$ cat src/rtl/pretrigger_mc_if.sv
// Bus bundle for pretrigger_mc: channel hits, trigger configuration, test-pulse controls and trigger outputs.
interface pretrigger_mc_if #(
    parameter int N_CH       = 8,
    parameter int SIZE_DELAY = 4,
    parameter int SIZE_GATE  = 4,
    parameter int SIZE_DEAD  = 8,
    parameter int CNT_WIDTH  = 16
);
    localparam int TH_W = $clog2(N_CH + 1);

    logic [N_CH-1:0]       ch_in;
    logic [N_CH-1:0]       ch_mask;
    logic [TH_W-1:0]       threshold;
    logic [SIZE_GATE-1:0]  gate_len;
    logic [SIZE_DEAD-1:0]  dead_time;
    logic                  test_overlay;
    logic                  test_rate;
    logic [SIZE_DELAY-1:0] test_delay;
    logic                  trig_out;
    logic                  busy;
    logic                  test_pulse;
    logic [CNT_WIDTH-1:0]  trig_cnt;

    modport master (
        output ch_in, ch_mask, threshold, gate_len, dead_time,
               test_overlay, test_rate, test_delay,
        input  trig_out, busy, test_pulse, trig_cnt
    );

    modport slave (
        input  ch_in, ch_mask, threshold, gate_len, dead_time,
               test_overlay, test_rate, test_delay,
        output trig_out, busy, test_pulse, trig_cnt
    );
endinterface

$ cat src/rtl/pretrigger_mc.sv
// Multi-channel majority pre-trigger: edge-detected hits open per-channel coincidence gates, a registered
// majority count fires a TRIG_LEN trigger followed by dead time. Test generator built under PRETRIG_TEST_GEN_EN.
module pretrigger_mc #(
    parameter int N_CH        = 8,
    parameter int SIZE_DELAY  = 4,
    parameter int SIZE_GATE   = 4,
    parameter int SIZE_DEAD   = 8,
    parameter int TRIG_LEN    = 4,
    parameter int TEST_PERIOD = 1000,
    parameter int CNT_WIDTH   = 16
) (
    input  logic           clk,
    input  logic           reset,
    pretrigger_mc_if.slave bus
);
    localparam int CW = $clog2(N_CH + 1);
    localparam int TW = (TRIG_LEN > 1) ? $clog2(TRIG_LEN) : 1;

    typedef enum logic [1:0] {IDLE, FIRE, DEAD} state_t;

    state_t               state, state_n;
    logic                 fire;
    logic [N_CH-1:0]      ch_q, ch_qq, hit, hit_eff, open_g;
    logic [SIZE_GATE-1:0] gate [N_CH];
    logic [CW-1:0]        pop, count;
    logic                 cond;
    logic                 inject;
    logic [TW-1:0]        tcnt;
    logic [SIZE_DEAD-1:0] dead_q, dcnt;
    logic [CNT_WIDTH-1:0] trig_cnt_q;

    always_ff @(posedge clk) begin
        if (reset) begin
            ch_q  <= '0;
            ch_qq <= '0;
        end else begin
            ch_q  <= bus.ch_in;
            ch_qq <= ch_q;
        end
    end

    assign hit = ch_q & ~ch_qq;

`ifdef PRETRIG_TEST_GEN_EN
    localparam int PW = $clog2(TEST_PERIOD);

    logic [PW-1:0]         per_cnt;
    logic [SIZE_DELAY-1:0] dly_cnt;
    logic                  pending, tick, pulse_now, test_pulse_q;

    assign tick      = bus.test_rate && (per_cnt == PW'(TEST_PERIOD - 1));
    assign pulse_now = bus.test_rate && pending && (dly_cnt == '0);

    always_ff @(posedge clk) begin
        if (reset || !bus.test_rate) begin
            per_cnt      <= '0;
            dly_cnt      <= '0;
            pending      <= 1'b0;
            test_pulse_q <= 1'b0;
        end else begin
            per_cnt      <= tick ? '0 : per_cnt + 1'b1;
            test_pulse_q <= pulse_now;
            if (pending) begin
                if (dly_cnt == '0) pending <= 1'b0;
                else               dly_cnt <= dly_cnt - 1'b1;
            end else if (tick) begin
                pending <= 1'b1;
                dly_cnt <= bus.test_delay;
            end
        end
    end

    // Gates load on the same edge that raises test_pulse, so injected pulses bypass the input registers.
    assign inject         = pulse_now & bus.test_overlay;
    assign bus.test_pulse = test_pulse_q;
`else
    logic unused_test;
    localparam int unused_cfg = TEST_PERIOD + SIZE_DELAY;

    assign unused_test    = bus.test_overlay ^ bus.test_rate ^ (^bus.test_delay);
    assign inject         = 1'b0;
    assign bus.test_pulse = 1'b0;
`endif

    assign hit_eff = hit | {N_CH{inject}};

    always_ff @(posedge clk) begin
        for (int unsigned i = 0; i < N_CH; i++) begin
            if (reset || fire)         gate[i] <= '0;
            else if (hit_eff[i])       gate[i] <= bus.gate_len;
            else if (gate[i] != '0)    gate[i] <= gate[i] - 1'b1;
        end
    end

    always_comb begin
        pop = '0;
        for (int unsigned i = 0; i < N_CH; i++) begin
            open_g[i] = (gate[i] != '0);
            pop = pop + CW'(open_g[i] & ~bus.ch_mask[i]);
        end
    end

    always_ff @(posedge clk) begin
        if (reset) count <= '0;
        else       count <= pop;
    end

    assign cond = (bus.threshold != '0) && (count >= bus.threshold);

    // A coincidence present as dead time expires re-fires directly, giving a TRIG_LEN+dead_time minimum period.
    always_comb begin
        state_n = state;
        fire    = 1'b0;
        case (state)
            IDLE: begin
                if (cond) begin
                    state_n = FIRE;
                    fire    = 1'b1;
                end
            end
            FIRE: begin
                if (tcnt == '0) state_n = (dead_q != '0) ? DEAD : IDLE;
            end
            DEAD: begin
                if (dcnt == '0) begin
                    if (cond) begin
                        state_n = FIRE;
                        fire    = 1'b1;
                    end else begin
                        state_n = IDLE;
                    end
                end
            end
            default: state_n = IDLE;
        endcase
    end

    always_ff @(posedge clk) begin
        if (reset) begin
            state      <= IDLE;
            tcnt       <= '0;
            dead_q     <= '0;
            dcnt       <= '0;
            trig_cnt_q <= '0;
        end else begin
            state <= state_n;
            if (fire) begin
                tcnt   <= TW'(TRIG_LEN - 1);
                dead_q <= bus.dead_time;
                if (trig_cnt_q != '1) trig_cnt_q <= trig_cnt_q + 1'b1;
            end else if (state == FIRE && tcnt != '0) begin
                tcnt <= tcnt - 1'b1;
            end
            if (state == FIRE && state_n == DEAD)   dcnt <= dead_q - 1'b1;
            else if (state == DEAD && dcnt != '0)   dcnt <= dcnt - 1'b1;
        end
    end

    assign bus.trig_out = (state == FIRE);
    assign bus.busy     = (state != IDLE);
    assign bus.trig_cnt = trig_cnt_q;
endmodule

$ cat src/flat_wrapper.sv
// flat-port wrapper written by rule: the top's interface ports become plain ports
module pretrigger_mc_flat 
#(
    parameter int N_CH        = 8,
    parameter int SIZE_DELAY  = 4,
    parameter int SIZE_GATE   = 4,
    parameter int SIZE_DEAD   = 8,
    parameter int TRIG_LEN    = 4,
    parameter int TEST_PERIOD = 1000,
    parameter int CNT_WIDTH   = 16
)
  (clk, reset, bus_ch_in, bus_ch_mask, bus_threshold, bus_gate_len, bus_dead_time, bus_test_overlay, bus_test_rate, bus_test_delay, bus_trig_out, bus_busy, bus_test_pulse, bus_trig_cnt);
  pretrigger_mc_if #(.N_CH(N_CH), .SIZE_DELAY(SIZE_DELAY), .SIZE_GATE(SIZE_GATE), .SIZE_DEAD(SIZE_DEAD), .CNT_WIDTH(CNT_WIDTH)) bus_i ();
  input  logic clk;
  input  logic reset;
  input wire logic [$bits(bus_i.ch_in)-1:0] bus_ch_in;
  input wire logic [$bits(bus_i.ch_mask)-1:0] bus_ch_mask;
  input wire logic [$bits(bus_i.threshold)-1:0] bus_threshold;
  input wire logic [$bits(bus_i.gate_len)-1:0] bus_gate_len;
  input wire logic [$bits(bus_i.dead_time)-1:0] bus_dead_time;
  input wire logic [$bits(bus_i.test_overlay)-1:0] bus_test_overlay;
  input wire logic [$bits(bus_i.test_rate)-1:0] bus_test_rate;
  input wire logic [$bits(bus_i.test_delay)-1:0] bus_test_delay;
  output wire logic [$bits(bus_i.trig_out)-1:0] bus_trig_out;
  output wire logic [$bits(bus_i.busy)-1:0] bus_busy;
  output wire logic [$bits(bus_i.test_pulse)-1:0] bus_test_pulse;
  output wire logic [$bits(bus_i.trig_cnt)-1:0] bus_trig_cnt;
  assign bus_i.ch_in = bus_ch_in;
  assign bus_i.ch_mask = bus_ch_mask;
  assign bus_i.threshold = bus_threshold;
  assign bus_i.gate_len = bus_gate_len;
  assign bus_i.dead_time = bus_dead_time;
  assign bus_i.test_overlay = bus_test_overlay;
  assign bus_i.test_rate = bus_test_rate;
  assign bus_i.test_delay = bus_test_delay;
  assign bus_trig_out = bus_i.trig_out;
  assign bus_busy = bus_i.busy;
  assign bus_test_pulse = bus_i.test_pulse;
  assign bus_trig_cnt = bus_i.trig_cnt;
  pretrigger_mc #(.N_CH(N_CH), .SIZE_DELAY(SIZE_DELAY), .SIZE_GATE(SIZE_GATE), .SIZE_DEAD(SIZE_DEAD), .TRIG_LEN(TRIG_LEN), .TEST_PERIOD(TEST_PERIOD), .CNT_WIDTH(CNT_WIDTH)) u_core (.clk(clk), .reset(reset), .bus(bus_i));
endmodule
$ cat config.mk
export PLATFORM = sky130hd
export DESIGN_NAME = pretrigger_mc_flat
export DESIGN_NICKNAME = d
export VERILOG_FILES = /design/src/rtl/pretrigger_mc_if.sv /design/src/rtl/pretrigger_mc.sv /design/src/flat_wrapper.sv
export SDC_FILE = /design/constraint.sdc
export NUM_CORES = 1
export LEC_CHECK = 0
export ABC_AREA = 1
export CORE_ASPECT_RATIO = 1.1
export CORE_MARGIN = 3
export CORE_UTILIZATION = 50
export DETAILED_ROUTE_END_ITERATION = 6
export MAX_ROUTING_LAYER = met4
export PLACE_DENSITY = 0.83
export SYNTH_ARGS = -nofsm -noshare
export SYNTH_HDL_FRONTEND = slang
export SYNTH_SLANG_ARGS = --single-unit
$ cat constraint.sdc
create_clock -name clk -period 4.3 [get_ports clk]
set_clock_uncertainty 0.2 [all_clocks]
set_input_delay 0.43 -clock clk [delete_from_list [all_inputs] [get_ports clk]]
set_output_delay 0.43 -clock clk [all_outputs]
set_load 0.01 [all_outputs]
Yosys cells after proc, flatten, opt, wreduce, memory -nomap -nowiden
Memory sizes are Yosys's and may differ from the RTL's.
Index checks and enable logic that the tools add are counted.
{"block": "totals", "regBits": 56, "n_memories": 1, "ramBits": 32, "elab_cells": 178}
{"name": "u_core.gate", "depth": 8, "width": 4, "read_ports": 8, "rd_clocked_by_memory_dff": 0, "write_ports": 8, "line": "pretrigger_mc.sv:24", "text": "logic [SIZE_GATE-1:0] gate [N_CH];"}
{"block": "classes", "muxes": 87, "n_eq_ne": 4, "n_reduce_logical": 24, "n_bitwise": 34, "addsub": 19, "order_cmp": 1}
{"cell": "$mux 4", "count": 16}
{"cell": "$mux 1", "count": 61}
{"cell": "$reduce_bool 4->1", "count": 9}
{"cell": "$and 1x4->4", "count": 8}
{"cell": "$not 1->4", "count": 8}
{"cell": "$sub 4x1->4 const B", "count": 8}
{"cell": "$add 4x4->4", "count": 7}
{"cell": "$add 16x1->16 const B", "count": 1}
{"cell": "$mux 8", "count": 2}
{"cell": "$ne 16x16->1 const B", "count": 1}
{"cell": "$or 1x1->1", "count": 16}
{"cell": "$reduce_bool 8->1", "count": 2}
{"cell": "$sub 8x1->8 const B", "count": 2}
{"cell": "$mux 2", "count": 6}
{"cell": "$and 8x8->8", "count": 1}
{"cell": "$logic_not 8->1", "count": 1}
{"cell": "$not 8->8", "count": 1}
{"cell": "$reduce_bool 2->1", "count": 4}
{"cell": "$pmux 2 s3", "count": 1}
{"cell": "$eq 2x2->1 const B", "count": 2}
{"cell": "$ge 4x4->1", "count": 1}
{"cell": "$logic_and 1x1->1", "count": 4}
{"cell": "$logic_not 2->1", "count": 2}
{"cell": "$eq 2x1->1 const B", "count": 1}
{"cell": "other kinds (4)", "count": 4}

Depth between registers and ports, before layout
{"block": "depth", "word_depth": 10, "ltp_mapped": 15}

Worst setup path before layout
OpenSTA, ideal clock, no wires.
{"block": "synth_path", "path_kind": "register to register", "start": "mem u_core.gate[0][0]", "end": "reg u_core.count[2]", "setup_slack_ns": 0.655, "t_arrival_ns": 3.318, "period_less_slack_ns": 3.645, "path_stages_with_launch": 15, "path_cell_list": "edfxtp_1 -> inv_1 -> ha_1 -> nor3b_1 -> nor2_1 -> fa_1 -> inv_1 -> fa_1 -> fa_1 -> inv_1 -> ha_1 -> inv_1 -> fa_1 -> xor2_1 -> nor2_1"}
{"element": "from (decl)", "line": "pretrigger_mc.sv:24"}
{"element": "to (signal assigned)", "line": "pretrigger_mc.sv:105", "text": "else count <= pop;"}
{"element": "to (decl)", "line": "pretrigger_mc.sv:25", "text": "logic [CW-1:0] pop, count;"}

==> results.cfg <==
[cts]
cts_inserted_buffers = 9
ctsHtreeMaxLevel = 3
cts_tree = yes
clockBufferDepth = 2
cts_hold_buf = 0
path_clk_slew_ns = 0.10
postCtsResizedCells = 0
cts_setup_buffers = 0
cts_root_buffer = clkbuf_8
clock-sinks = 88
clk_latency_ns = 0.36

[detailed_routing]
avgRoutedWirePerCell_um = 13.2
drtAntennaViolNets = 0
wirelength_mm = 10.4
drtIter0Drc = 202
vias = 4128
via_per_inst = 5.21
dr.pass1.iters = 5
drcViolationCount = 0

[synthesis]
synth.net_count = 688
yosys_warnings = 0
synthDistinctLibCells = 38
synth-seq-cells = 88
netlist_area_sq_um = 4790
syn_avg_cell_area_sq_um = 7.65
synthCells = 626
ys_seq_area_frac = 0.435

[finish]
drive_gt1_frac = 0.0516
area_growth_pct = 16.2
final_common_cell = nand2_1
layout.nets = 735
finalInstanceArea_sq_um = 5560
fin_cells = 792
diodes = 0
final_cell_mix = nand2_1 (131), inv_1 (106), nor2_1 (79)

[power]
sw_frac_of_total = 0.394
p_leak_nw = 2.39
p_total_w = 0.00311
power_frac_seq = 0.395
intPower_w = 0.00189
p_clk_frac = 0.186
comb_power_share = 0.419
power_density_nw_per_um2 = 560
ir_drop_v = 0.000248
p_sw_w = 0.00123

[run]
maxCapViolCount = 0

[timing]
hold_viol_final = 0
post-route-min-period_ns = 3.99
fin_ws_ns = 0.315
max_clock_freq_ghz = 0.251
fin_tns_setup_ns = 0
setup_viol = 0
finalCritPeriodShare = 0.927
slew_headroom = 0.642
finalMaxSlewViolations = 0
grt_setup_unrepaired = false
worstMarginPinSlew_ns = 0.538

[grt]
grt_max_degree = 44
gr-total-overflow = 0
grt_pass1_vias = 4150
grtUsageTotal = 0.207
antenna_found_initial = 0
grt_pass1_wl_mm = 17.7

[critical_path]
crit_required_ns = 4.32
worst-path-max-fanout = 3
critical_path_class = register to register
cp-end-kind = register
startpoint_type = register
rrSetupSlack_ns = 0.31
cp.arrival_ns = 4.01

[placed_design]
port-buffer-count = 51
pre_cts_slack_ns = 0.338
placed_cells = 776
routabilityCongestion = 0.869
hpwl_mm = 7.72
post_dp_cell_area_sq_um = 5360

[run_status]
outcome = complete, no violations

[floorplan]
ios = 59
chipHeight_um = 109
core_area_sq_um = 9100
fp.dieArea_sq_um = 10800
die_w_um = 99.3
start_util = 0.526
num_rows = 36

[hold_path]
min_path_type = register to register
==> synth_stat cells <==
| cell | instances | area share |
|---|---|---|
| nand2_4 | 1 | 0.0024 |
| or2_2 | 4 | 0.0052 |
| nor4_4 | 1 | 0.0044 |
| buf_4 | 2 | 0.0031 |
| ha_1 | 18 | 0.047 |
| nand2_2 | 1 | 0.0013 |
| nor3b_1 | 3 | 0.0047 |
| o211ai_1 | 4 | 0.0063 |
| buf_8 | 1 | 0.0031 |
| dfxtp_1 | 56 | 0.23 |
| fa_1 | 4 | 0.017 |
| o221ai_1 | 1 | 0.0018 |
| o21bai_1 | 1 | 0.0016 |
| inv_2 | 2 | 0.0016 |
| nand4_1 | 3 | 0.0039 |
| nand3_2 | 1 | 0.0021 |
| xnor2_1 | 14 | 0.026 |
| clkinv_2 | 1 | 0.0010 |
| nor3_1 | 14 | 0.015 |
| o21ai_1 | 2 | 0.0021 |
| clkbuf_1 | 7 | 0.0055 |
| nor4_1 | 4 | 0.0052 |
| buf_6 | 1 | 0.0024 |
| nor2_4 | 1 | 0.0024 |
| xor2_1 | 17 | 0.031 |
| nand2_1 | 131 | 0.10 |
| inv_1 | 106 | 0.083 |
| buf_2 | 7 | 0.0073 |
| o21ai_2 | 1 | 0.0018 |
| a211oi_1 | 1 | 0.0016 |
| nor2_2 | 2 | 0.0026 |
| nand3_1 | 25 | 0.026 |
| o21ai_0 | 45 | 0.047 |
| nor2_1 | 79 | 0.062 |
| edfxtp_1 | 32 | 0.20 |
| a21oi_1 | 31 | 0.032 |
| mux2_2 | 1 | 0.0024 |
| conb_1 | 1 | 0.00078 |
==> metrics by stage <==
stage                     hold slack (ns)  utilization
final                               0.226        0.611
after global routing                0.251        0.611
after CTS                           0.230        0.611
after detailed placement            0.225        0.589
after global placement              0.219        0.589
after floorplan                     0.211            -
==> worst paths after layout <==
check	startpoint	endpoint	cells after the start
min reg2reg	u_core.ch_q[1]	u_core.ch_qq[1]	2
max reg2reg	u_core.gate[0][0]	u_core.count[2]	14
max	u_core.gate[0][0]	u_core.count[2]	14
min	u_core.ch_q[1]	u_core.ch_qq[1]	2
==> cell type report <==
class / count / area (sq um)
flip-flops and latches: 88 / 2080
fillers: 804 / 3540
repair buffers: 54 / 533
clock inverters: 6 / 52.6
multi-input cells: 411 / 2190
clock buffers: 10 / 149
inverters: 109 / 410
well taps: 114 / 143
==> kinds of logic after synthesis <==
logic type,Yosys count,synth area share
AOI/OAI and AO/OA,86,0.0946
xor gates and xnor gates,31,0.0567
adders and majority gates,22,0.0638
buffers and inverters,127,0.107
DFF,88,0.435
muxes,1,0.00235
other,1,0.000783
and+or+nand+nor,270,0.240
==> power groups by stage <==
stage | registers, W | clock network (W) | logic [W]
after detailed placement | 0.00125 | 0 | 0.00130
after global routing | 0.00125 | 0.000629 | 0.00151
final | 0.00123 | 0.000580 | 0.00130
after global placement | 0.00123 | 0 | 0.00122
after floorplan | 0.00121 | 0 | 0.00101
after CTS | 0.00123 | 0.000595 | 0.00132
==> metal layers <==
layer	global-route usage	share of wire
met1	0.241	0.43
met2	0.361	0.50
met3	0.0422	0.053
met4	0.0654	0.018
met5	-	0
==> worst max-delay path, stage by stage (launching register included) <==
cell      delay [ns]
edfxtp_1        0.44
inv_1           0.08
ha_1            0.18
nor3b_1         0.36
nor2_1          0.12
fa_1            0.56
inv_1           0.06
fa_1            0.50
fa_1            0.49
inv_1           0.07
ha_1            0.16
inv_1           0.05
fa_1            0.37
xor2_1          0.14
nor2_1          0.06
==> state kept, by name (all words and copies together) (netlist names) <==
| name | flops |
|---|---|
| u_core.gate | 32 |
| u_core.bus.trig_cnt | 16 |
| u_core.ch_q | 8 |
| u_core.ch_qq | 8 |
| u_core.dcnt | 8 |
| u_core.dead_q | 8 |
| u_core.count | 4 |
| u_core.state | 2 |
| u_core.tcnt | 2 |
Note: power is estimated with default switching activity, not from simulation.
